<file path="src/rtl/conv_out_writer.sv">
// Output-side writer for the convolution engine: accumulates partial sums per filter
// window, queues finished sums in a FIFO and acknowledges each element with write_done.
// Optional macro OUT_RELU_EN clamps negative window sums to zero on push.
module conv_out_writer #(
    parameter int PSUM_W = 16,
    parameter int ACC_W  = 20,
    parameter int DEPTH  = 8,
    parameter int CNT_W  = 16
) (
    input  logic              clk,
    input  logic              rst,
    input  logic              start,
    input  logic              conv_done,
    input  logic [PSUM_W-1:0] psum_in,
    input  logic              last_elem,
    output logic              write_done,
    output logic [ACC_W-1:0]  out_data,
    output logic              out_valid,
    input  logic              out_ready,
    output logic              fifo_full,
    output logic              fifo_empty,
    output logic [CNT_W-1:0]  out_count
);

    localparam int PTR_W = (DEPTH > 1) ? $clog2(DEPTH) : 1;
    localparam int CW    = PTR_W + 1;

    typedef enum logic [1:0] {
        S_IDLE,
        S_CHECK,
        S_ACK,
        S_HOLD
    } state_t;

    state_t             state_q, state_d;
    logic [ACC_W-1:0]   acc_q, acc_d;
    logic               last_q, last_d;
    logic [PTR_W-1:0]   wr_ptr_q, wr_ptr_d;
    logic [PTR_W-1:0]   rd_ptr_q, rd_ptr_d;
    logic [CW-1:0]      cnt_q, cnt_d;
    logic [CNT_W-1:0]   out_count_q, out_count_d;
    logic [ACC_W-1:0]   mem_q [DEPTH];
    logic [ACC_W-1:0]   mem_d [DEPTH];

    logic               push;
    logic               pop;
    logic [ACC_W-1:0]   psum_ext;
    logic [ACC_W-1:0]   push_word;

    assign psum_ext = {{(ACC_W-PSUM_W){psum_in[PSUM_W-1]}}, psum_in};

`ifdef OUT_RELU_EN
    assign push_word = acc_q[ACC_W-1] ? '0 : acc_q;
`else
    assign push_word = acc_q;
`endif

    assign fifo_empty = (cnt_q == '0);
    assign fifo_full  = (cnt_q == CW'(DEPTH));
    assign out_valid  = !fifo_empty;
    assign out_data   = fifo_empty ? '0 : mem_q[rd_ptr_q];
    assign out_count  = out_count_q;
    assign write_done = (state_q == S_ACK);
    assign pop        = out_valid && out_ready;

    always_comb begin
        state_d     = state_q;
        acc_d       = acc_q;
        last_d      = last_q;
        wr_ptr_d    = wr_ptr_q;
        rd_ptr_d    = rd_ptr_q;
        cnt_d       = cnt_q;
        out_count_d = out_count_q;
        mem_d       = mem_q;
        push        = 1'b0;

        unique case (state_q)
            S_IDLE: begin
                if (conv_done) begin
                    acc_d   = acc_q + psum_ext;
                    last_d  = last_elem;
                    state_d = S_CHECK;
                end
            end
            S_CHECK: begin
                if (!last_q) begin
                    state_d = S_ACK;
                end else if (!fifo_full || pop) begin
                    // a same-cycle pop frees the slot, so a full FIFO need not stall
                    push        = 1'b1;
                    acc_d       = '0;
                    out_count_d = out_count_q + CNT_W'(1);
                    state_d     = S_ACK;
                end
            end
            S_ACK:   state_d = S_HOLD;
            S_HOLD: begin
                if (!conv_done) state_d = S_IDLE;
            end
            default: state_d = S_IDLE;
        endcase

        if (push) begin
            mem_d[wr_ptr_q] = push_word;
            wr_ptr_d        = wr_ptr_q + PTR_W'(1);
        end
        if (pop) rd_ptr_d = rd_ptr_q + PTR_W'(1);

        unique case ({push, pop})
            2'b10:   cnt_d = cnt_q + CW'(1);
            2'b01:   cnt_d = cnt_q - CW'(1);
            default: cnt_d = cnt_q;
        endcase

        // start discards everything, including a push or pop decided above
        if (start) begin
            state_d     = S_IDLE;
            acc_d       = '0;
            last_d      = 1'b0;
            wr_ptr_d    = '0;
            rd_ptr_d    = '0;
            cnt_d       = '0;
            out_count_d = '0;
        end
    end

    always_ff @(posedge clk or negedge rst) begin
        if (!rst) begin
            state_q     <= S_IDLE;
            acc_q       <= '0;
            last_q      <= 1'b0;
            wr_ptr_q    <= '0;
            rd_ptr_q    <= '0;
            cnt_q       <= '0;
            out_count_q <= '0;
            mem_q       <= '{default: '0};
        end else begin
            state_q     <= state_d;
            acc_q       <= acc_d;
            last_q      <= last_d;
            wr_ptr_q    <= wr_ptr_d;
            rd_ptr_q    <= rd_ptr_d;
            cnt_q       <= cnt_d;
            out_count_q <= out_count_d;
            mem_q       <= mem_d;
        end
    end

endmodule
</file>
<file path="config.mk">
export PLATFORM = sky130hd
export DESIGN_NAME = conv_out_writer
export DESIGN_NICKNAME = d
export VERILOG_FILES = /design/src/rtl/conv_out_writer.sv
export SDC_FILE = /design/constraint.sdc
export NUM_CORES = 1
export LEC_CHECK = 0
export CAP_MARGIN = 5
export CORE_MARGIN = 8
export CORE_UTILIZATION = 50
export CTS_BUF_LIST = sky130_fd_sc_hd__clkbuf_16
export DETAILED_ROUTE_END_ITERATION = 6
export PLACE_DENSITY = 0.78
export SLEW_MARGIN = 20
export SYNTH_ARGS = -nofsm -noshare
export SYNTH_HDL_FRONTEND = slang
export SYNTH_SLANG_ARGS = --single-unit
</file>
<file path="constraint.sdc">
create_clock -name clk -period 2.64 [get_ports clk]
set_clock_uncertainty 0.15 [all_clocks]
set_input_delay 0.396 -clock clk [delete_from_list [all_inputs] [get_ports clk]]
set_output_delay 0.396 -clock clk [all_outputs]
set_load 0.05 [all_outputs]
</file>
==> out/metrics.yaml <==
worst_setup_path:
  rr_worst_depth: 10
  crit_fanout: 8
  cp_slowest_stage_delay_ps: 530
  worstPathArrival_ps: 2190
  r2r_end: "acc_q[16]"
  crit_path_end_kind: "output pin"
  crit_buf_inv: 2
  start_kind: "register"
  r2r_slack_ps: 30
  critPathKind: "register to output pin"
  crit_chain: "buf_12 -> mux4_2 -> mux2i_2 -> nor2_1 -> buf_6"
  cp.depth: 5
  rr_startpoint: "acc_q[0]"
  critPathCapture: "out_data[9]"
  critical_path.top_delay_family: "multiplexers"
  required_ps: 2090
  slowest_stage: "mux4_2"
  timing.critical_path.from: "rd_ptr_q[0]"
power:
  total_leakage_power_uw: 0.00614
  powerDensity_mw_per_mm2: 791
  peakVddDrop_uv: 476
logic_synthesis:
  synth-edff-count: 0
  syn_area_mm2: 0.0104
  ys_seq_area_share_pct: 50.2
  synth_seq_cells: 209
  ys.warnings.count: 0
  syn_area_per_cell_um2: 13.0
  netlist_instances: 803
  async_reset_ff_share_pct: 100
  synth_flop_cell: "dfrtp_1"
  synth_fp_nets: 855
  yosysUniqueCellTypes: 45
placed_design:
  place_area_mm2: 0.0119
  portBuffers: 61
  place_inst: 1179
  finalWeightedCongestion: 0.852
  dp_slack_ps: -532
  hpwl_um: 15300
timing:
  slew_headroom_pct: 56.8
  fmax_mhz: 365
  fin_crit_sh_pct: 104
  setup_violations: 20
  finalSetupTns_ps: -1110
  hold_viol: 0
  min_period_ps: 2740
  rsz0062_at_grt: "true"
  slew_viol_final: 0
  hold_slack_ps: 313
  worst_slew_pin_slew_ps: 648
  fin_ws_ps: -97.9
clocking:
  clock_path_buffers: 3
  cts_tree: "yes"
  h-tree-depth: 1
  cts.sinks: 209
  clk_latency_ps: 510
  clkSlewWorstSetupHoldPaths_ps: 60
  root_buffer: "clkbuf_16"
  cts_buffers: 21
routing:
  viasPerCell: 5.68
  vias: 6994
  dr.first_iter.drc_count: 407
  drc: 0
  ant_nets: 0
  wl_per_cell_um: 19.9
  wl_um: 24500
  drt_pass1_iterations: 4
floorplan:
  core_area_mm2: 0.0208
  num_rows: 53
  die_area_mm2: 0.0257
  die_y_um: 160
  io_pins: 62
  initial_core_util_pct: 50.2
  die_w_um: 160
layout:
  area_growth_pct: 24.1
  instances_no_fill: 1231
  antenna_cells: 0
  nets: 994
  final_layout_size_suffix_gt1_share_pct: 39.7
  design_area_mm2: 0.0129
global_route:
  overflow: 0
  grt_max_degree: 77
  grt_pass1_vias: 7350
  antenna_found_initial: 0
  grt_first_pass_wirelength_um: 40100
  track_usage_pct: 19.2
job:
  maxCapViolations: 0
min_path:
  hold_class: "primary input to register"
run_status:
  status: "finished with violations"
  violations: "setup timing"
worst min-delay path by stage:
stage	slack, ps	to	cells after the start	start
2_1_floorplan	-50	acc_q[0]	0	rst
3_3_place_gp	320	mem_q[95]	1	rst
3_5_place_dp	320	mem_q[14]	1	rst
4_1_cts	310	last_q	3	last_elem
5_1_grt	370	mem_q[44]	1	mem_q[44]
6_report	310	last_q	3	last_elem
state kept, by name (all words and copies together) (netlist names):
signal / cells
acc_q: 20
out_count: 16
last_q: 1
mem_q: 160
state_q: 2
wr_ptr_q: 3
cnt_q: 4
rd_ptr_q: 3
per-stage QoR:
stage	power [µW]	util, %
2_1_floorplan	5650	-
3_3_place_gp	6840	57.4
3_5_place_dp	6900	57.4
4_1_cts	10300	61.9
5_1_grt	10700	62.3
6_report	10200	62.3
cells in the mapped netlist, types with 2 or more instances:
cell | number | area (µm²)
o21bai_1 | 3 | 22.5
dfrtp_1 | 209 | 5230
o21ai_0 | 30 | 150
xor2_1 | 20 | 175
o21a_1 | 4 | 30.0
nand3_1 | 15 | 75.1
or3_1 | 5 | 31.3
a31oi_1 | 3 | 18.8
clkbuf_1 | 17 | 63.8
buf_1 | 4 | 15.0
a21oi_2 | 2 | 17.5
xnor2_1 | 15 | 131
mux2_2 | 162 | 1820
buf_2 | 25 | 125
a211o_1 | 2 | 17.5
mux2i_1 | 21 | 210
mux4_2 | 40 | 901
o211ai_1 | 3 | 22.5
nand2_1 | 42 | 158
nand3b_1 | 2 | 15.0
inv_1 | 12 | 45.0
a21o_1 | 9 | 67.6
a211oi_1 | 8 | 60.1
nor2_1 | 54 | 203
a21oi_1 | 26 | 130
nand4_1 | 11 | 68.8
a22o_1 | 5 | 43.8
nor3_1 | 8 | 40.0
ha_1 | 29 | 363
nand2b_1 | 2 | 12.5
area by class of cell:
class / count / area, µm²
clock inverters: 16 / 123
repair buffers: 162 / 1620
fillers: 1520 / 7830
multi-input cells: 536 / 5040
inverters: 12 / 48.8
clock buffers: 21 / 526
well taps: 275 / 344
flip-flops and latches: 209 / 5230
what timing repair did:
| item | in CTS | in global routing |
|---|---|---|
| cloned | 5 | 0 |
| endpoints found under the setup margin | 24 | 44 |
| gates resized for setup | 30 | 16 |
| hold buffers | 1 | 0 |
| setup buffers | 6 | 5 |
| endpoints found under the hold margin | 70 | 0 |
| pin swaps | 3 | 13 |
worst register-to-register path: stages (launching register included):
cell	delay, ps
dfrtp_1	400
ha_2	210
fa_2	380
a211oi_2	270
o21bai_2	110
o211ai_1	240
buf_4	160
a31oi_2	110
a211oi_2	220
xor2_1	150
o21ai_0	80
report_power, final:
part           leakage [µW]  switching (µW)  total, µW  internal, µW
clock              0.000340            1240       2870          1640
sequential          0.00290             271       3690          3420
combinational       0.00290            1950       3670          1720
per-layer routing:
layer	part of all wire, %	global-route usage, %	wire [µm]	up-vias
li1	-	-	-	3226
met1	44	26.1	10900	3575
met2	48	31.5	11800	153
met3	5.2	3.10	1270	40
met4	2.2	5.65	552	0
met5	0	0	0	-
cells by family after synthesis:
kind of cell / after synthesis / share of synthesized area (%)
xor gates and xnor gates: 35 / 2.94
and+or+nand+nor: 147 / 6.47
AOI/OAI and AO/OA: 101 / 6.17
DFF: 209 / 50.2
buffers and inverters: 58 / 2.39
adders and majority gates: 30 / 3.67
muxes: 223 / 28.2
cells in the final DEF, fill, tap and decap left out, types with 15 or more instances in the layout:
cell type,instances
a21oi_1,26
buf_4,86
buf_6,20
clkbuf_16,21
clkdlybuf4s50_1,36
dfrtp_1,208
ha_1,28
inv_1,16
mux2_2,162
mux2i_1,19
mux4_2,40
nand2_1,42
nor2_1,53
o21ai_0,30
xnor2_1,15
xor2_1,20
(Power assumes the default switching activity.)
